`src/rtl/clock_divider_pkg.sv`:
```
// clock_divider_pkg
//   Shared types and defaults for the multi-channel clock divider.
//   CLKDIV_W            default divisor/counter width
//   CLKDIV_DEFAULT_DIV  divisor every channel runs at out of reset (half-period)
//   div_t               divisor type at the default width
//   ch_mode_t           channel run state: stopped (divisor 0) or running
package clock_divider_pkg;

    localparam int unsigned CLKDIV_W           = 20;
    localparam int unsigned CLKDIV_DEFAULT_DIV = 32'd1 << 19;

    typedef logic [CLKDIV_W-1:0] div_t;

    typedef enum logic {
        CH_STOP = 1'b0,
        CH_RUN  = 1'b1
    } ch_mode_t;

endpackage

```
`src/rtl/clock_divider_ch.sv`:
```
// clock_divider_ch
//   One divider channel: half-period counter, active divisor, shadow divisor
//   and the pending flag that holds a new divisor until the terminal count.
// Ports
//   osc_clk     in   oscillator clock, all logic on posedge
//   n_reset     in   synchronous active-low reset
//   align       in   restart the channel phase (slow_clock low, count 0)
//   wr_en       in   accepted config transfer for this channel
//   wr_div      in   divisor written into the shadow on wr_en
//   slow_clock  out  divided clock, toggles at every terminal count
//   tick        out  one-cycle strobe coincident with each slow_clock edge
//   pending     out  shadow holds a divisor not yet applied
//   mode        out  channel run state (stopped / running)
module clock_divider_ch
    import clock_divider_pkg::*;
#(
    parameter int unsigned     W           = CLKDIV_W,
    parameter logic [W-1:0]    DEFAULT_DIV = W'(CLKDIV_DEFAULT_DIV)
) (
    input  logic         osc_clk,
    input  logic         n_reset,
    input  logic         align,
    input  logic         wr_en,
    input  logic [W-1:0] wr_div,
    output logic         slow_clock,
    output logic         tick,
    output logic         pending,
    output ch_mode_t     mode
);

    logic [W-1:0] count;
    logic [W-1:0] act_div;
    logic [W-1:0] shadow;
    logic         terminal;
    logic         apply_now;

    // Divisor 0 is handled as a stopped channel, so act_div-1 is only
    // evaluated when act_div >= 1 and can never underflow.
    always_comb begin
        mode      = (act_div == '0) ? CH_STOP : CH_RUN;
        terminal  = (mode == CH_RUN) && (count == act_div - W'(1));
        // A stopped channel has no terminal count to wait for, so its
        // shadow is taken on the first edge after acceptance.
        apply_now = pending && (align || (mode == CH_STOP) || terminal);
    end

    always_ff @(posedge osc_clk) begin
        if (!n_reset) begin
            count      <= '0;
            act_div    <= DEFAULT_DIV;
            shadow     <= '0;
            pending    <= 1'b0;
            tick       <= 1'b0;
            slow_clock <= 1'b0;
        end else begin
            if (align) begin
                count      <= '0;
                tick       <= 1'b0;
                slow_clock <= 1'b0;
            end else if (mode == CH_STOP) begin
                count <= '0;
                tick  <= 1'b0;
            end else if (terminal) begin
                count      <= '0;
                tick       <= 1'b1;
                slow_clock <= ~slow_clock;
            end else begin
                count <= count + W'(1);
                tick  <= 1'b0;
            end

            if (apply_now) begin
                act_div <= shadow;
                pending <= 1'b0;
            end
            // wr_en is only raised while pending is low, so a transfer never
            // races with an apply; a transfer on a terminal edge stays
            // pending until the following terminal count.
            if (wr_en) begin
                shadow  <= wr_div;
                pending <= 1'b1;
            end
        end
    end

endmodule

```
`src/rtl/clock_divider.sv`:
```
// clock_divider
//   N_CH independent programmable slow clocks and tick strobes from osc_clk.
//   Divisors are loaded at run time through a valid/ready config port and
//   take effect glitch-free at each channel's terminal count.
// Build option
//   CLKDIV_ALIGN_EN  adds the align input (restart all channel phases)
// Ports
//   osc_clk     in   oscillator clock
//   n_reset     in   synchronous active-low reset
//   cfg_valid   in   config request
//   cfg_ready   out  config can be accepted (target channel not pending)
//   cfg_ch      in   target channel
//   cfg_div     in   new half-period divisor, 0 stops the channel
//   slow_clock  out  per-channel divided clock, period 2*div
//   tick        out  per-channel strobe on each slow_clock edge
//   pending     out  per-channel shadow divisor waiting for terminal count
//   align       in   (CLKDIV_ALIGN_EN only) realign all channels
//
// Config handshake: a transfer happens on a posedge where cfg_valid and
// cfg_ready are both high. cfg_valid may be held high; while the addressed
// channel is pending cfg_ready stays low and the request simply waits.
// A channel index beyond N_CH is always ready and the transfer is dropped.
module clock_divider
    import clock_divider_pkg::*;
#(
    parameter int unsigned N_CH        = 4,
    parameter int unsigned W           = CLKDIV_W,
    parameter int unsigned DEFAULT_DIV = CLKDIV_DEFAULT_DIV,
    localparam int unsigned CH_W       = (N_CH > 1) ? $clog2(N_CH) : 1
) (
    input  logic            osc_clk,
    input  logic            n_reset,
    input  logic            cfg_valid,
    output logic            cfg_ready,
    input  logic [CH_W-1:0] cfg_ch,
    input  logic [W-1:0]    cfg_div,
    output logic [N_CH-1:0] slow_clock,
    output logic [N_CH-1:0] tick,
    output logic [N_CH-1:0] pending
`ifdef CLKDIV_ALIGN_EN
    ,
    input  logic            align
`endif
);

    localparam logic [W-1:0] DEF_DIV = W'(DEFAULT_DIV);

    logic            align_int;
    logic [N_CH-1:0] wr_en;
    ch_mode_t        ch_mode [N_CH];

`ifdef CLKDIV_ALIGN_EN
    assign align_int = align;
`else
    assign align_int = 1'b0;
`endif

    always_comb begin
        cfg_ready = 1'b1;
        for (int i = 0; i < N_CH; i++) begin
            if (cfg_ch == CH_W'(i)) begin
                cfg_ready = !pending[i];
            end
        end
    end

    always_comb begin
        wr_en = '0;
        for (int i = 0; i < N_CH; i++) begin
            wr_en[i] = cfg_valid && cfg_ready && (cfg_ch == CH_W'(i));
        end
    end

    for (genvar g = 0; g < N_CH; g++) begin : g_ch
        clock_divider_ch #(
            .W           (W),
            .DEFAULT_DIV (DEF_DIV)
        ) u_ch (
            .osc_clk    (osc_clk),
            .n_reset    (n_reset),
            .align      (align_int),
            .wr_en      (wr_en[g]),
            .wr_div     (cfg_div),
            .slow_clock (slow_clock[g]),
            .tick       (tick[g]),
            .pending    (pending[g]),
            .mode       (ch_mode[g])
        );
    end

endmodule

```
`config.mk`:
```
export PLATFORM = sky130hd
export DESIGN_NAME = clock_divider
export DESIGN_NICKNAME = d
export VERILOG_FILES = /design/src/rtl/clock_divider_pkg.sv /design/src/rtl/clock_divider_ch.sv /design/src/rtl/clock_divider.sv
export SDC_FILE = /design/constraint.sdc
export NUM_CORES = 1
export LEC_CHECK = 0
export ABC_AREA = 0
export BUFFER_PORTS_ARGS = -buffer_cell sky130_fd_sc_hd__buf_2
export CAP_MARGIN = 20
export CORE_UTILIZATION = 45
export DETAILED_ROUTE_END_ITERATION = 10
export PLACE_DENSITY = 0.6
export SETUP_SLACK_MARGIN = 0.05
export SLEW_MARGIN = 20
export SYNTH_ARGS = -nofsm -noshare
export SYNTH_HDL_FRONTEND = slang
export SYNTH_HIERARCHICAL = 1
export SYNTH_SLANG_ARGS = --single-unit
```
`constraint.sdc`:
```
create_clock -name osc_clk -period 3.99 [get_ports osc_clk]
set_input_delay 0.399 -clock osc_clk [delete_from_list [all_inputs] [get_ports osc_clk]]
set_output_delay 0.399 -clock osc_clk [all_outputs]
set_load 0.02 [all_outputs]
```
; ---- Yosys cells after proc, flatten, opt, wreduce, memory -nomap -nowiden
; Cells that the tools add are included.
[totals]
regBits = 252
input_bits = 25
out_inout_bits = 13
wordCells = 110
[op_classes]
n_addsub = 8
n_eq_ne = 7
n_mux = 20
n_bitwise = 9
reduce_logical = 42
[ops]
columns = operator, count
row1 = $add A20 B1 Y20 const B, 4
row2 = $eq A20 B20 Y1, 4
row3 = $logic_not A20 Y1, 4
row4 = $sub A20 B1 Y20 const B, 4
row5 = $mux W1, 20
row6 = $logic_and A1 B1 Y1, 13
row7 = $reduce_or A3 Y1, 4
row8 = $not A1 Y1, 9
row9 = $reduce_and A2 Y1, 4
row10 = $reduce_bool A2 Y1, 4
row11 = $reduce_or A2 Y1, 4
row12 = $eq A2 B2 Y1 const B, 2
row13 = $logic_not A1 Y1, 4
row14 = $logic_or A1 B1 Y1, 4
row15 = $eq A2 B1 Y1 const B, 1
row16 = $logic_not A2 Y1, 1

; ---- Logic depth before layout (Yosys ltp)
; Gate-level depths: netlist (run 1).
[depth]
depth_word = 8
mapped_depth = 12
mapped_depth_nobuf = 10

; ---- Hierarchy
; The synthesis (run 1) kept the hierarchy.
[by_module_without_submodules]
columns = mod, n_inst, cells_each, area_per_inst_um2, seq_area_each_um2
row1 = clock_divider_ch at g_ch[0].u_ch ..., 3, 371, 3375.7, 1261.2
row2 = clock_divider_ch at g_ch[3].u_ch, 1, 393, 3306.9, 1261.2
row3 = clock_divider, 1, 8, 65.1, 0.0

; ---- Worst setup path after synthesis (run 1)
; OpenSTA, ideal clock, no wires.
[synth_timing]
path_type = register -> register
from = reg g_ch[3].u_ch.act_div[0]
to = reg g_ch[3].u_ch.count[11]
setup_time_ns = 0.115
arrival_time_ns = 2.830
required_time_ns = 3.875
path_slack_ns = 1.044
path_stages_with_launch = 12
n_path_buf = 1
period_less_slack_ns = 2.946
cell_sequence = dfxtp_1 > inv_1 > ha_1 > nor4b_1 > nand4b_1 > or4_1 > a21oi_1 > o2111ai_1 > or3b_4 > nand3_2 > buf_6 > nor2_2
[synth_via]
elab_chain_len = 4
elab_cells_between_ends = 6
cone_classes = add/sub (1) / eq/ne (1) / mux (1) / reduce/logical (3)
[synth_rtl]
columns = item, line
row1 = start: declaration, clock_divider_ch.sv:32  ; logic [W-1:0] act_div;
row2 = start signal: assignment, clock_divider_ch.sv:73  ; act_div <= shadow;
row3 = $sub A20 B1 Y20 or $logic_not A20 Y1 (tied branches), "clock_divider_ch.sv:41, clock_divider_ch.sv:40"
row4 = $eq A20 B20 Y1 or $mux W1 (tied branches), "clock_divider_ch.sv:41, clock_divider_ch.sv:40"
row5 = $logic_and A1 B1 Y1, clock_divider_ch.sv:41  ; terminal = (mode == CH_RUN) && (count == act_div - W'(1));
row6 = $reduce_or A3 Y1 (no source line) *, n/a
row7 = end signal: assignment, clock_divider_ch.sv:68  ; count <= count + W'(1);
row8 = end: declaration, clock_divider_ch.sv:31  ; logic [W-1:0] count;
; Mark *: on every way between the ends. The rest lies on a longest branch, timed or not.
; A chain may end at the register's enable or synchronous reset.

; ---- Final worst setup path (run 1)
[layout_timing]
from = reg g_ch[3].u_ch.act_div[0]
to = reg g_ch[3].u_ch.count[8]
; Same word-level chain as after synthesis.

==> impl_metrics.sql, run 1 <==
INSERT INTO impl_metrics (metric_group, metric, value, unit) VALUES
('status', 'outcome', 'complete, no violations', ''),
('route', 'met2_length', '13.5', 'mm'),
('clock_tree', 'cts_tree', 'done', ''),
('final_layout', 'final_nets', '1540', ''),
('timing', 'max_slew.worst_pin.slew', '757', 'ps'),
('clock_tree', 'cts.sink_count', '252', ''),
('timing', 'grt_setup_unrepaired', 'no', ''),
('power_and_ir_drop', 'leakagePower', '5.27', 'nW'),
('global_route', 'grt.total_usage', '19.8', '%'),
('global_route', 'gr-total-overflow', '0', ''),
('route', 'vias_per_cell', '5.38', ''),
('timing', 'fin_setup_tns', '0', 'ps'),
('hold_path', 'worstHoldPathType', 'input pin to flop', ''),
('route', 'initial_drt_markers', '732', ''),
('run', 'max_cap_violations', '0', ''),
('yosys', 'post_synth.cell_area_avg', '8.92', 'sq um'),
('setup_path', 'ff2ff_path_depth', '10', ''),
('timing', 'worst_case_headroom_to_the_max_slew_limit', '49.4', '%'),
('setup_path', 'critical_path.startpoint', 'g_ch[3].u_ch/act_div[0]', ''),
('timing', 'layout_setup_ws', '422', 'ps'),
('final_layout', 'area_growth_syn_to_layout', '9.73', '%'),
('setup_path', 'cp_slowest_stage_delay', '600', 'ps'),
('clock_tree', 'hold_buffers', '0', ''),
('setup_path', 'crit-reg2reg-capture', 'g_ch[3].u_ch/count[8]', ''),
('final_layout', 'antenna-diode-count', '0', ''),
('floorplanning', 'die_w', '175', 'um'),
('route', 'drc_errors', '0', ''),
('final_layout', 'postLayoutCoreUtil', '50.1', '%'),
('placed_design', 'placed_cell_area', '13900', 'sq um'),
('final_layout', 'layout_commonest_cell', 'dfxtp_1', ''),
('global_route', 'grt_max_degree', '105', ''),
('yosys', 'synthesis.yosys.warnings', '6', ''),
('setup_path', 'worstPathCellList', 'inv_1 > ha_1 > nor4b_1 > nand4b_1 > or4_1 > a21oi_1 > o2111ai_1 > or3b_4 > nand3_2 > nor2_1', ''),
('floorplanning', 'fp.dieArea', '30700', 'sq um'),
('setup_path', 'worst_setup_path_endpoint', 'g_ch[3].u_ch/count[8]', ''),
('clock_tree', 'clock_tree.htree_level_count', '1', ''),
('floorplanning', 'ios', '38', ''),
('route', 'met3_length', '750', 'um'),
('setup_path', 'ff2ff_setup_slack', '420', 'ps'),
('placed_design', 'io_buffer_count', '37', ''),
('placed_design', 'post-dp-hpwl', '21.5', 'mm'),
('clock_tree', 'clk_transition_reported_paths', '60', 'ps'),
('placed_design', 'place_worst_setup_slack', '449', 'ps'),
('route', 'ant_nets', '0', ''),
('timing', 'timing.final.crit_share', '89.4', '%'),
('setup_path', 'critPathArrivalTime', '3970', 'ps'),
('clock_tree', 'cts_root_buffer', 'clkbuf_16', ''),
('clock_tree', 'clk_latency', '540', 'ps'),
('final_layout', 'layout_common_cells', '252 x dfxtp_1, 177 x nand2_1, 141 x mux2i_1, 98 x nor2b_1, 95 x xor2_1', ''),
('route', 'wire_length_on_met1', '15.6', 'mm'),
('route', 'detail_route.wirelength', '30.4', 'mm'),
('timing', 'final-setup-viol-count', '0', ''),
('route', 'total_number_of_vias', '10300', ''),
('setup_path', 'worstReg2RegStart', 'g_ch[3].u_ch/act_div[0]', ''),
('floorplanning', 'die_height', '175', 'um'),
('setup_path', 'critical_path.max_fanout', '20', ''),
('clock_tree', 'cts_made_buffers', '27', ''),
('yosys', 'syn_area', '13500', 'sq um'),
('route', 'wl_per_cell', '15.9', 'um'),
('global_route', 'grt_antenna_before_repair', '0', ''),
('final_layout', 'finalInstanceArea', '14800', 'sq um'),
('route', 'drtPass1Iterations', '5', ''),
('power_and_ir_drop', 'power.ir.vdd_worst', '0.371', 'mV'),
('power_and_ir_drop', 'total_power', '5.37', 'mW'),
('route', 'highest-signal-layer', 'met4', ''),
('setup_path', 'critPathCaptureType', 'flop', ''),
('clock_tree', 'postCtsResizedCells', '0', ''),
('setup_path', 'setup.worst_path.class', 'flop to flop', ''),
('setup_path', 'cpMaxStageDelayCell', 'or4_1', ''),
('power_and_ir_drop', 'power_per_cell_area', '363', 'nW/um^2'),
('final_layout', 'final_layout_size_suffix_gt1_share', '10.4', '%');
## routing by layer
layer | GRT usage, % | up-vias
li1 | - | 5325
met1 | 28.6 | 4838
met2 | 31.0 | 101
met3 | 2.42 | 43
met4 | 5.29 | 0
met5 | 0 | -
## state kept, by name (all words and copies together), names as in the netlist
register and cells:
g_ch.u_ch/count 80, g_ch.u_ch/slow_clock 4, g_ch.u_ch/pending 4, g_ch.u_ch/tick 4, g_ch.u_ch/act_div 80, g_ch.u_ch/shadow 80
## worst min-delay path by stage
stage,slack (ps),depth (start not counted),end,start
global route,220,3,g_ch[0].u_ch/shadow[13],cfg_div[13]
floorplan,440,2,g_ch[3].u_ch/act_div[4],g_ch[3].u_ch/shadow[4]
detailed placement,450,2,g_ch[3].u_ch/act_div[4],g_ch[3].u_ch/shadow[4]
finish,230,3,g_ch[0].u_ch/shadow[7],cfg_div[7]
global placement,450,2,g_ch[1].u_ch/act_div[8],g_ch[1].u_ch/shadow[8]
CTS,220,3,g_ch[0].u_ch/shadow[7],cfg_div[7]
## metrics by stage
stage	hold WS [ps]	cells
CTS	222	1915
detailed placement	451	1868
global placement	446	1868
global route	224	1915
finish	230	1915
floorplan	436	1525
## area by class of cell
type	count	area [sq um]
Clock buffer	37	763
Sequential cell	252	5040
Timing Repair Buffer	52	304
Fill cell	2807	14800
Clock inverter	10	125
Inverter	23	86.3
Tap cell	390	488
Multi-Input combinational cell	1151	8000
## worst max-delay path: cells and delay by family, from the launching register on
kind                     cells  cell delay [ps]
buffers and inverters        1               80
adder cells (fa/ha/maj)      1              250
AND/OR/NAND/NOR              6             2430
AO/OA/AOI/OAI                2              320
flip-flops                   1              360
## report_power, final
| group | internal (mW) | switching, mW |
|---|---|---|
| logic | 0.101 | 0.163 |
| clock network | 1.52 | 1.01 |
| registers | 2.55 | 0.0285 |
| total | 4.17 | 1.20 |
Note: power is estimated with default switching activity, not from simulation.
==> run 2, diff against run 1 <==
--- a/config.mk
+++ b/config.mk
@@ -8,9 +8,9 @@
 export ABC_AREA = 0
 export BUFFER_PORTS_ARGS = -buffer_cell sky130_fd_sc_hd__buf_2
 export CAP_MARGIN = 20
-export CORE_UTILIZATION = 45
+export CORE_UTILIZATION = 63
 export DETAILED_ROUTE_END_ITERATION = 10
-export PLACE_DENSITY = 0.6
+export PLACE_DENSITY = 0.79
 export SETUP_SLACK_MARGIN = 0.05
 export SLEW_MARGIN = 20
 export SYNTH_ARGS = -nofsm -noshare
==> run 2 against run 1 <==
Net effect:
- sequential share of layout area is 0.42 points higher
- sequential cell count is the same
- sequential power is essentially flat
- cell area shrank 1.2%
- final cell count fell by 6.1%
- die area decreased by 28%
- wire length down 3.6%
- setup slack better by 49 ps
- first-iteration DRC count decreased by 31%
- fmax is 1.4% higher
- clock-buffer cell count shrank 2
- core utilization increased by 19 points
- largest cell class unchanged
==> impl_metrics.sql, run 2 (synthesis gave the netlist of run 1 again) <==
INSERT INTO impl_metrics (metric_group, metric, value, unit) VALUES
('final_layout', 'area_growth_syn_to_layout', '8.40', '%'),
('hold_path', 'hold_path_end', 'g_ch[1].u_ch/shadow[6]', ''),
('timing', 'worst_case_headroom_to_the_max_slew_limit', '52.0', '%'),
('final_layout', 'layout_commonest_cell', 'dfxtp_1', ''),
('power_and_ir_drop', 'p_sw', '1.20', 'mW'),
('floorplanning', 'ios', '38', ''),
('clock_tree', 'cts_tree', 'done', ''),
('setup_path', 'critPathArrivalTime', '3920', 'ps'),
('final_layout', 'layout_common_cells', '252 x dfxtp_1, 177 x nand2_1, 141 x mux2i_1, 98 x nor2b_1, 95 x xor2_1', ''),
('route', 'drtPass1Iterations', '5', ''),
('hold_path', 'worstHoldPathType', 'input pin to flop', ''),
('global_route', 'gr-total-overflow', '0', ''),
('setup_path', 'worstReg2RegStart', 'g_ch[3].u_ch/act_div[0]', ''),
('final_layout', 'final_layout_size_suffix_gt1_share', '10.3', '%'),
('setup_path', 'crit-reg2reg-capture', 'g_ch[3].u_ch/count[4]', ''),
('clock_tree', 'cts.sink_count', '252', ''),
('run', 'max_cap_violations', '0', ''),
('final_layout', 'stdcell_count', '1798', ''),
('setup_path', 'cp_slowest_stage_delay', '590', 'ps'),
('clock_tree', 'clk_transition_reported_paths', '60', 'ps'),
('clock_tree', 'clk_latency', '540', 'ps'),
('global_route', 'grt.total_usage', '26.9', '%'),
('placed_design', 'post-dp-hpwl', '20.4', 'mm'),
('setup_path', 'critical_path.max_fanout', '20', ''),
('setup_path', 'cpLargestDelayFamily', 'simple AND/OR/NAND/NOR gates', ''),
('setup_path', 'critical_path_buf_inv_count', '1', ''),
('floorplanning', 'placement_rows', '53', ''),
('setup_path', 'worstPathCellList', 'inv_1 > ha_1 > nor4b_1 > nand4b_1 > or4_1 > a21oi_1 > o2111ai_1 > or3b_4 > nand3_2 > nor2_1', ''),
('global_route', 'via_count_of_the_first_global_routing_pass', '9849', ''),
('route', 'ant_nets', '0', ''),
('global_route', 'grt_max_degree', '184', ''),
('setup_path', 'ff2ff_path_depth', '10', ''),
('final_layout', 'final_nets', '1537', ''),
('clock_tree', 'postCtsResizedCells', '0', ''),
('setup_path', 'cpMaxStageDelayCell', 'or4_1', ''),
('final_layout', 'antenna-diode-count', '0', ''),
('status', 'outcome', 'complete, no violations', ''),
('timing', 'final-setup-viol-count', '0', ''),
('power_and_ir_drop', 'p_comb_share', '5.0', '%'),
('floorplanning', 'die_height', '148', 'um'),
('power_and_ir_drop', 'leakagePower', '5.24', 'nW'),
('floorplanning', 'die_w', '148', 'um'),
('placed_design', 'dp.cells', '1751', ''),
('setup_path', 'critPathCaptureType', 'flop', ''),
('clock_tree', 'hold_buffers', '0', ''),
('power_and_ir_drop', 'power.ir.vdd_worst', '0.378', 'mV'),
('route', 'wl_per_cell', '16.3', 'um'),
('global_route', 'grt_antenna_before_repair', '0', ''),
('placed_design', 'place_worst_setup_slack', '453', 'ps'),
('timing', 'grt_setup_unrepaired', 'no', ''),
('clock_tree', 'cts_root_buffer', 'clkbuf_16', ''),
('clock_tree', 'ctsLongestPathBuffers', '3', ''),
('route', 'vias_per_cell', '5.85', ''),
('timing', 'layout_setup_ws', '471', 'ps'),
('power_and_ir_drop', 'power_per_cell_area', '358', 'nW/um^2'),
('timing', 'fmax', '284', 'MHz'),
('hold_path', 'worstHoldStart', 'cfg_div[6]', ''),
('route', 'initial_drt_markers', '507', ''),
('global_route', 'first_pass_grt_wire_length', '48.8', 'mm'),
('placed_design', 'place_congestion', '0.920', ''),
('timing', 'finalHoldViolations', '0', ''),
('timing', 'worst_hold_slack', '218', 'ps'),
('clock_tree', 'cts_made_buffers', '26', ''),
('timing', 'post-route-min-period', '3520', 'ps'),
('placed_design', 'io_buffer_count', '37', ''),
('route', 'detail_route.wirelength', '29.3', 'mm'),
('timing', 'timing.final.crit_share', '88.2', '%'),
('power_and_ir_drop', 'part_of_the_power_in_the_clock_network', '45.6', '%'),
('setup_path', 'cp_data_required_time', '4390', 'ps'),
('timing', 'fin_setup_tns', '0', 'ps'),
('route', 'drc_errors', '0', ''),
('setup_path', 'ff2ff_setup_slack', '470', 'ps'),
('clock_tree', 'postCtsSetupBuffers', '0', ''),
('final_layout', 'reg.largest.list', 'g_ch.u_ch/act_div (80), g_ch.u_ch/count (80), g_ch.u_ch/shadow (80)', ''),
('timing', 'report.final.slew_viol_count', '0', ''),
('setup_path', 'critical_path.startpoint_type', 'flop', ''),
('hold_path', 'worst_hold_path.num_cells', '3', ''),
('floorplanning', 'fp.dieArea', '22000', 'sq um'),
('timing', 'max_slew.worst_pin.slew', '719', 'ps'),
('route', 'total_number_of_vias', '10500', ''),
('power_and_ir_drop', 'seq_power_share', '49.3', '%'),
('setup_path', 'setup.worst_path.class', 'flop to flop', ''),
('power_and_ir_drop', 'p_sw_share', '23.0', '%'),
('clock_tree', 'clock_tree.htree_level_count', '1', ''),
('floorplanning', 'core_region_area', '21000', 'sq um'),
('timing', 'worst_clock_skew', '12.2', 'ps'),
('floorplanning', 'initial_core_util', '64.2', '%'),
('power_and_ir_drop', 'p_int', '4.03', 'mW');
run 2: worst max-delay path by stage:
stage | to | startpoint | depth (start not counted) | slack [ps]
after floorplan | g_ch[3].u_ch/count[11] | g_ch[3].u_ch/act_div[0] | 11 | 1040
after global placement | g_ch[3].u_ch/count[2] | g_ch[3].u_ch/act_div[0] | 10 | 560
after detailed placement | g_ch[3].u_ch/count[8] | g_ch[3].u_ch/act_div[0] | 10 | 450
after CTS | g_ch[3].u_ch/count[8] | g_ch[3].u_ch/act_div[0] | 10 | 440
after global routing | g_ch[3].u_ch/count[5] | g_ch[3].u_ch/act_div[0] | 10 | 180
final | g_ch[3].u_ch/count[4] | g_ch[3].u_ch/act_div[0] | 10 | 470
run 2: stage by stage:
stage | area, sq um | power (mW) | util [%]
2_1_floorplan | 13500 | 2.82 | -
3_3_place_gp | 13800 | 2.89 | 65.6
3_5_place_dp | 13800 | 2.90 | 65.6
4_1_cts | 14600 | 5.28 | 69.6
5_1_grt | 14600 | 5.41 | 69.6
6_report | 14600 | 5.23 | 69.6
run 2: worst min-delay path: cells and delay by family:
family | cells | cell delay (ps)
simple gates | 1 | 90
buf+inv | 1 | 140
mux | 1 | 80
run 2: cell type report:
type                       count  area (sq um)
clock inverter                12          97.6
clock buffer                  35           746
timing repair buffer          50           314
inverter                      23          86.3
tap                          275           344
multi-input combinational   1151          8000
fill                        1655          6390
sequential                   252          5040
run 2: per-layer routing:
| metal | up-vias | wire length, um | share of wire [%] | GRT usage [%] |
|---|---|---|---|---|
| li1 | 5329 | - | - | - |
| met1 | 4957 | 14100 | 48 | 37.5 |
| met2 | 185 | 13300 | 45 | 43.8 |
| met3 | 41 | 1230 | 4.2 | 3.53 |
| met4 | 0 | 725 | 2.5 | 7.37 |
| met5 | - | 0 | 0 | 0 |
run 2: power groups by stage:
stage / logic [mW] / registers (mW) / clock network [mW]
2_1_floorplan: 0.192 / 2.63 / 0
3_3_place_gp: 0.257 / 2.64 / 0
3_5_place_dp: 0.262 / 2.64 / 0
4_1_cts: 0.264 / 2.58 / 2.43
5_1_grt: 0.289 / 2.58 / 2.54
6_report: 0.263 / 2.58 / 2.39
==> run 3, diff against run 2 <==
--- a/config.mk
+++ b/config.mk
@@ -15,5 +15,4 @@
 export SLEW_MARGIN = 20
 export SYNTH_ARGS = -nofsm -noshare
 export SYNTH_HDL_FRONTEND = slang
-export SYNTH_HIERARCHICAL = 1
 export SYNTH_SLANG_ARGS = --single-unit
==> run 3 against run 2 <==
Net effect:
- fmax fell by 1.6%
- power increased by 7.5%
- cell area fell by 0.66%
- final cell count is 8.3% higher
==> impl_metrics.sql, run 3 <==
INSERT INTO impl_metrics (metric_group, metric, value, unit) VALUES
('setup_path', 'critical_path.max_fanout', '12', ''),
('yosys', 'syn-num-nets', '1739', ''),
('setup_path', 'critical_path_buf_inv_count', '1', ''),
('run', 'max_cap_violations', '0', ''),
('setup_path', 'cpLargestDelayFamily', 'simple AND/OR/NAND/NOR gates', ''),
('timing', 'finalHoldViolations', '0', ''),
('clock_tree', 'cts.sink_count', '252', ''),
('final_layout', 'final_nets', '1688', ''),
('global_route', 'first_pass_grt_wire_length', '53.7', 'mm'),
('yosys', 'syn_area', '13500', 'sq um'),
('final_layout', 'area_growth_syn_to_layout', '7.41', '%'),
('timing', 'fmax', '280', 'MHz'),
('power_and_ir_drop', 'power_per_cell_area', '387', 'nW/um^2'),
('yosys', 'synth_cell_type_count', '85', ''),
('timing', 'report.final.slew_viol_count', '0', ''),
('setup_path', 'critical_path.startpoint', 'g_ch[1].u_ch.act_div[0]', ''),
('setup_path', 'cp.depth', '10', ''),
('yosys', 'ys_async_sr_fraction', '0', '%'),
('floorplanning', 'ios', '38', ''),
('clock_tree', 'cts_root_buffer', 'clkbuf_16', ''),
('route', 'detail_route.wirelength', '32.4', 'mm'),
('floorplanning', 'initial_core_util', '64.4', '%'),
('floorplanning', 'die_w', '149', 'um'),
('final_layout', 'postLayoutCoreUtil', '69.1', '%'),
('route', 'vias_per_cell', '6.15', ''),
('route', 'initial_drt_markers', '907', ''),
('route', 'ant_nets', '0', ''),
('route', 'drc_errors', '0', ''),
('timing', 'fin_setup_tns', '0', 'ps'),
('setup_path', 'ff2ff_path_depth', '10', ''),
('setup_path', 'worstPathCellList', 'inv_1 > ha_1 > or3b_2 > or4_1 > o21bai_1 > o2111ai_1 > nor4bb_1 > a31oi_2 > nor2_1 > a32o_1', ''),
('final_layout', 'reg.largest.list', 'g_ch.u_ch.act_div (80), g_ch.u_ch.count (80), g_ch.u_ch.shadow (80)', ''),
('global_route', 'grt_max_degree', '62', ''),
('setup_path', 'worstReg2RegStart', 'g_ch[1].u_ch.act_div[0]', ''),
('yosys', 'ys_seq_elements', '252', ''),
('yosys', 'synth.most_common_cell', 'nand2_1', ''),
('floorplanning', 'core_region_area', '21000', 'sq um'),
('yosys', 'synth_enable_flop_cells', '0', ''),
('final_layout', 'layout_common_cells', '266 x nand2_1, 252 x dfxtp_1, 145 x nor2_1, 131 x a21oi_1, 85 x xor2_1', ''),
('setup_path', 'crit-reg2reg-capture', 'g_ch[1].u_ch.act_div[17]', ''),
('global_route', 'via_count_of_the_first_global_routing_pass', '10800', ''),
('setup_path', 'cp_data_required_time', '4460', 'ps'),
('yosys', 'syn-instance-count', '1706', ''),
('setup_path', 'worst_setup_path_endpoint', 'g_ch[1].u_ch.act_div[17]', ''),
('timing', 'timing.final.crit_share', '89.6', '%'),
('timing', 'max_slew.worst_pin.slew', '942', 'ps'),
('placed_design', 'post-dp-hpwl', '22.4', 'mm'),
('clock_tree', 'ctsLongestPathBuffers', '3', ''),
('clock_tree', 'clk_transition_reported_paths', '60', 'ps'),
('yosys', 'largest_cells_by_area_after_synthesis', 'dfxtp_1 37%, nand2_1 7.4%, xor2_1 5.5%', ''),
('power_and_ir_drop', 'power.ir.vdd_worst', '0.357', 'mV'),
('setup_path', 'cp_slowest_stage_delay', '530', 'ps'),
('timing', 'final-setup-viol-count', '0', ''),
('global_route', 'grt_antenna_before_repair', '3', ''),
('floorplanning', 'die_height', '149', 'um'),
('yosys', 'yosysSeqAreaShare', '37.3', '%'),
('setup_path', 'critPathArrivalTime', '4050', 'ps'),
('placed_design', 'place_congestion', '0.889', ''),
('placed_design', 'io_buffer_count', '37', ''),
('global_route', 'grt.total_usage', '29.2', '%'),
('yosys', 'synth.top_cell.area_share', '37.3', '%'),
('status', 'outcome', 'complete, no violations', ''),
('power_and_ir_drop', 'leakagePower', '5.31', 'nW'),
('setup_path', 'critical_path.startpoint_type', 'flop', ''),
('final_layout', 'final_layout_size_suffix_gt1_share', '8.97', '%'),
('power_and_ir_drop', 'total_power', '5.62', 'mW'),
('timing', 'grt_setup_unrepaired', 'no', ''),
('clock_tree', 'cts_made_buffers', '27', ''),
('route', 'drtPass1Iterations', '6', ''),
('yosys', 'yosys-top-cells-count', '266 x nand2_1, 252 x dfxtp_1, 145 x nor2_1', ''),
('yosys', 'post_synth.cell_area_avg', '7.93', 'sq um'),
('setup_path', 'setup.worst_path.class', 'flop to flop', ''),
('route', 'total_number_of_vias', '12000', ''),
('clock_tree', 'clk_latency', '540', 'ps'),
('final_layout', 'finalInstanceArea', '14500', 'sq um'),
('floorplanning', 'placement_rows', '53', ''),
('clock_tree', 'clock_tree.htree_level_count', '1', ''),
('global_route', 'gr-total-overflow', '0', ''),
('yosys', 'ys_dominant_reg_cell', 'dfxtp_1', ''),
('yosys', 'synthesis.yosys.warnings', '0', ''),
('yosys', 'synth_top_area_cell', 'dfxtp_1', ''),
('final_layout', 'layout_commonest_cell', 'nand2_1', ''),
('setup_path', 'cpMaxStageDelayCell', 'nor4bb_1', ''),
('floorplanning', 'fp.dieArea', '22100', 'sq um'),
('hold_path', 'worstHoldPathType', 'input pin to flop', ''),
('setup_path', 'ff2ff_setup_slack', '410', 'ps'),
('route', 'wl_per_cell', '16.7', 'um'),
('placed_design', 'placed_cell_area', '13700', 'sq um'),
('clock_tree', 'cts_tree', 'done', ''),
('setup_path', 'critPathCaptureType', 'flop', ''),
('timing', 'worst_case_headroom_to_the_max_slew_limit', '36.9', '%'),
('timing', 'post-route-min-period', '3580', 'ps'),
('clock_tree', 'postCtsSetupBuffers', '0', ''),
('timing', 'worst_clock_skew', '14.9', 'ps');
run 3: power breakdown:
part | switching [mW] | internal (mW)
logic | 0.352 | 0.202
clock network | 0.994 | 1.43
registers | 0.0706 | 2.58
run 3: cell type report:
cell class,count,area [sq um]
Timing Repair Buffer,58,345
Antenna cell,1,2.50
Multi-Input combinational cell,1284,7820
Sequential cell,252,5040
Inverter,32,123
Fill cell,1755,6490
Clock inverter,6,58.8
Tap cell,275,344
Clock buffer,40,795
run 3: worst min-delay path by stage:
stage	startpoint	end	slack, ps	depth (start not counted)
5_1_grt	cfg_div[9]	g_ch[3].u_ch.shadow[9]	160	3
2_1_floorplan	g_ch[0].u_ch.shadow[17]	g_ch[0].u_ch.shadow[17]	430	2
6_report	cfg_div[9]	g_ch[3].u_ch.shadow[9]	170	3
3_3_place_gp	g_ch[0].u_ch.shadow[11]	g_ch[0].u_ch.shadow[11]	440	2
4_1_cts	cfg_div[4]	g_ch[2].u_ch.shadow[4]	150	3
3_5_place_dp	g_ch[0].u_ch.shadow[2]	g_ch[0].u_ch.shadow[2]	440	2
run 3: worst reg2reg max path: stages, from the launching register on:
cell and delay (ps):
dfxtp_1 360, inv_1 80, ha_1 250, or3b_2 510
or4_1 500, o21bai_1 210, o2111ai_1 140, nor4bb_1 530
a31oi_2 320, nor2_1 400, a32o_1 220
run 3: kinds of logic after synthesis:
group	count (synthesis)	synth area share, %
fa+ha+maj	8	0.740
buf+inv	170	5.25
compound gates	347	16.8
mux	23	1.93
simple gates	738	27.1
flops	252	37.3
xor+xnor	168	10.9
run 3: timing repair:
action	4_1_cts	5_1_grt
endpoints found under the setup margin	0	27
gates resized for setup	0	1
endpoints found under the hold margin	0	0
hold buffers	0	0
run 3: through the flow:
step,setup WS (ps),hold WS [ps],instances
detailed placement,311,444,1901
global placement,431,441,1900
finish,415,168,1948
floorplan,935,432,1706
global route,77.2,163,1948
CTS,293,148,1947
run 3: per-layer routing:
metal  up-vias  wire length (um)  share of wire [%]  track usage, %
li1       5926                 -                  -               -
met5         -                25              0.077               0
met3        56              1950                6.0            4.39
met2       313             15400                 48            48.4
met1      5675             14400                 44            39.7
met4         4               654                2.0            7.47
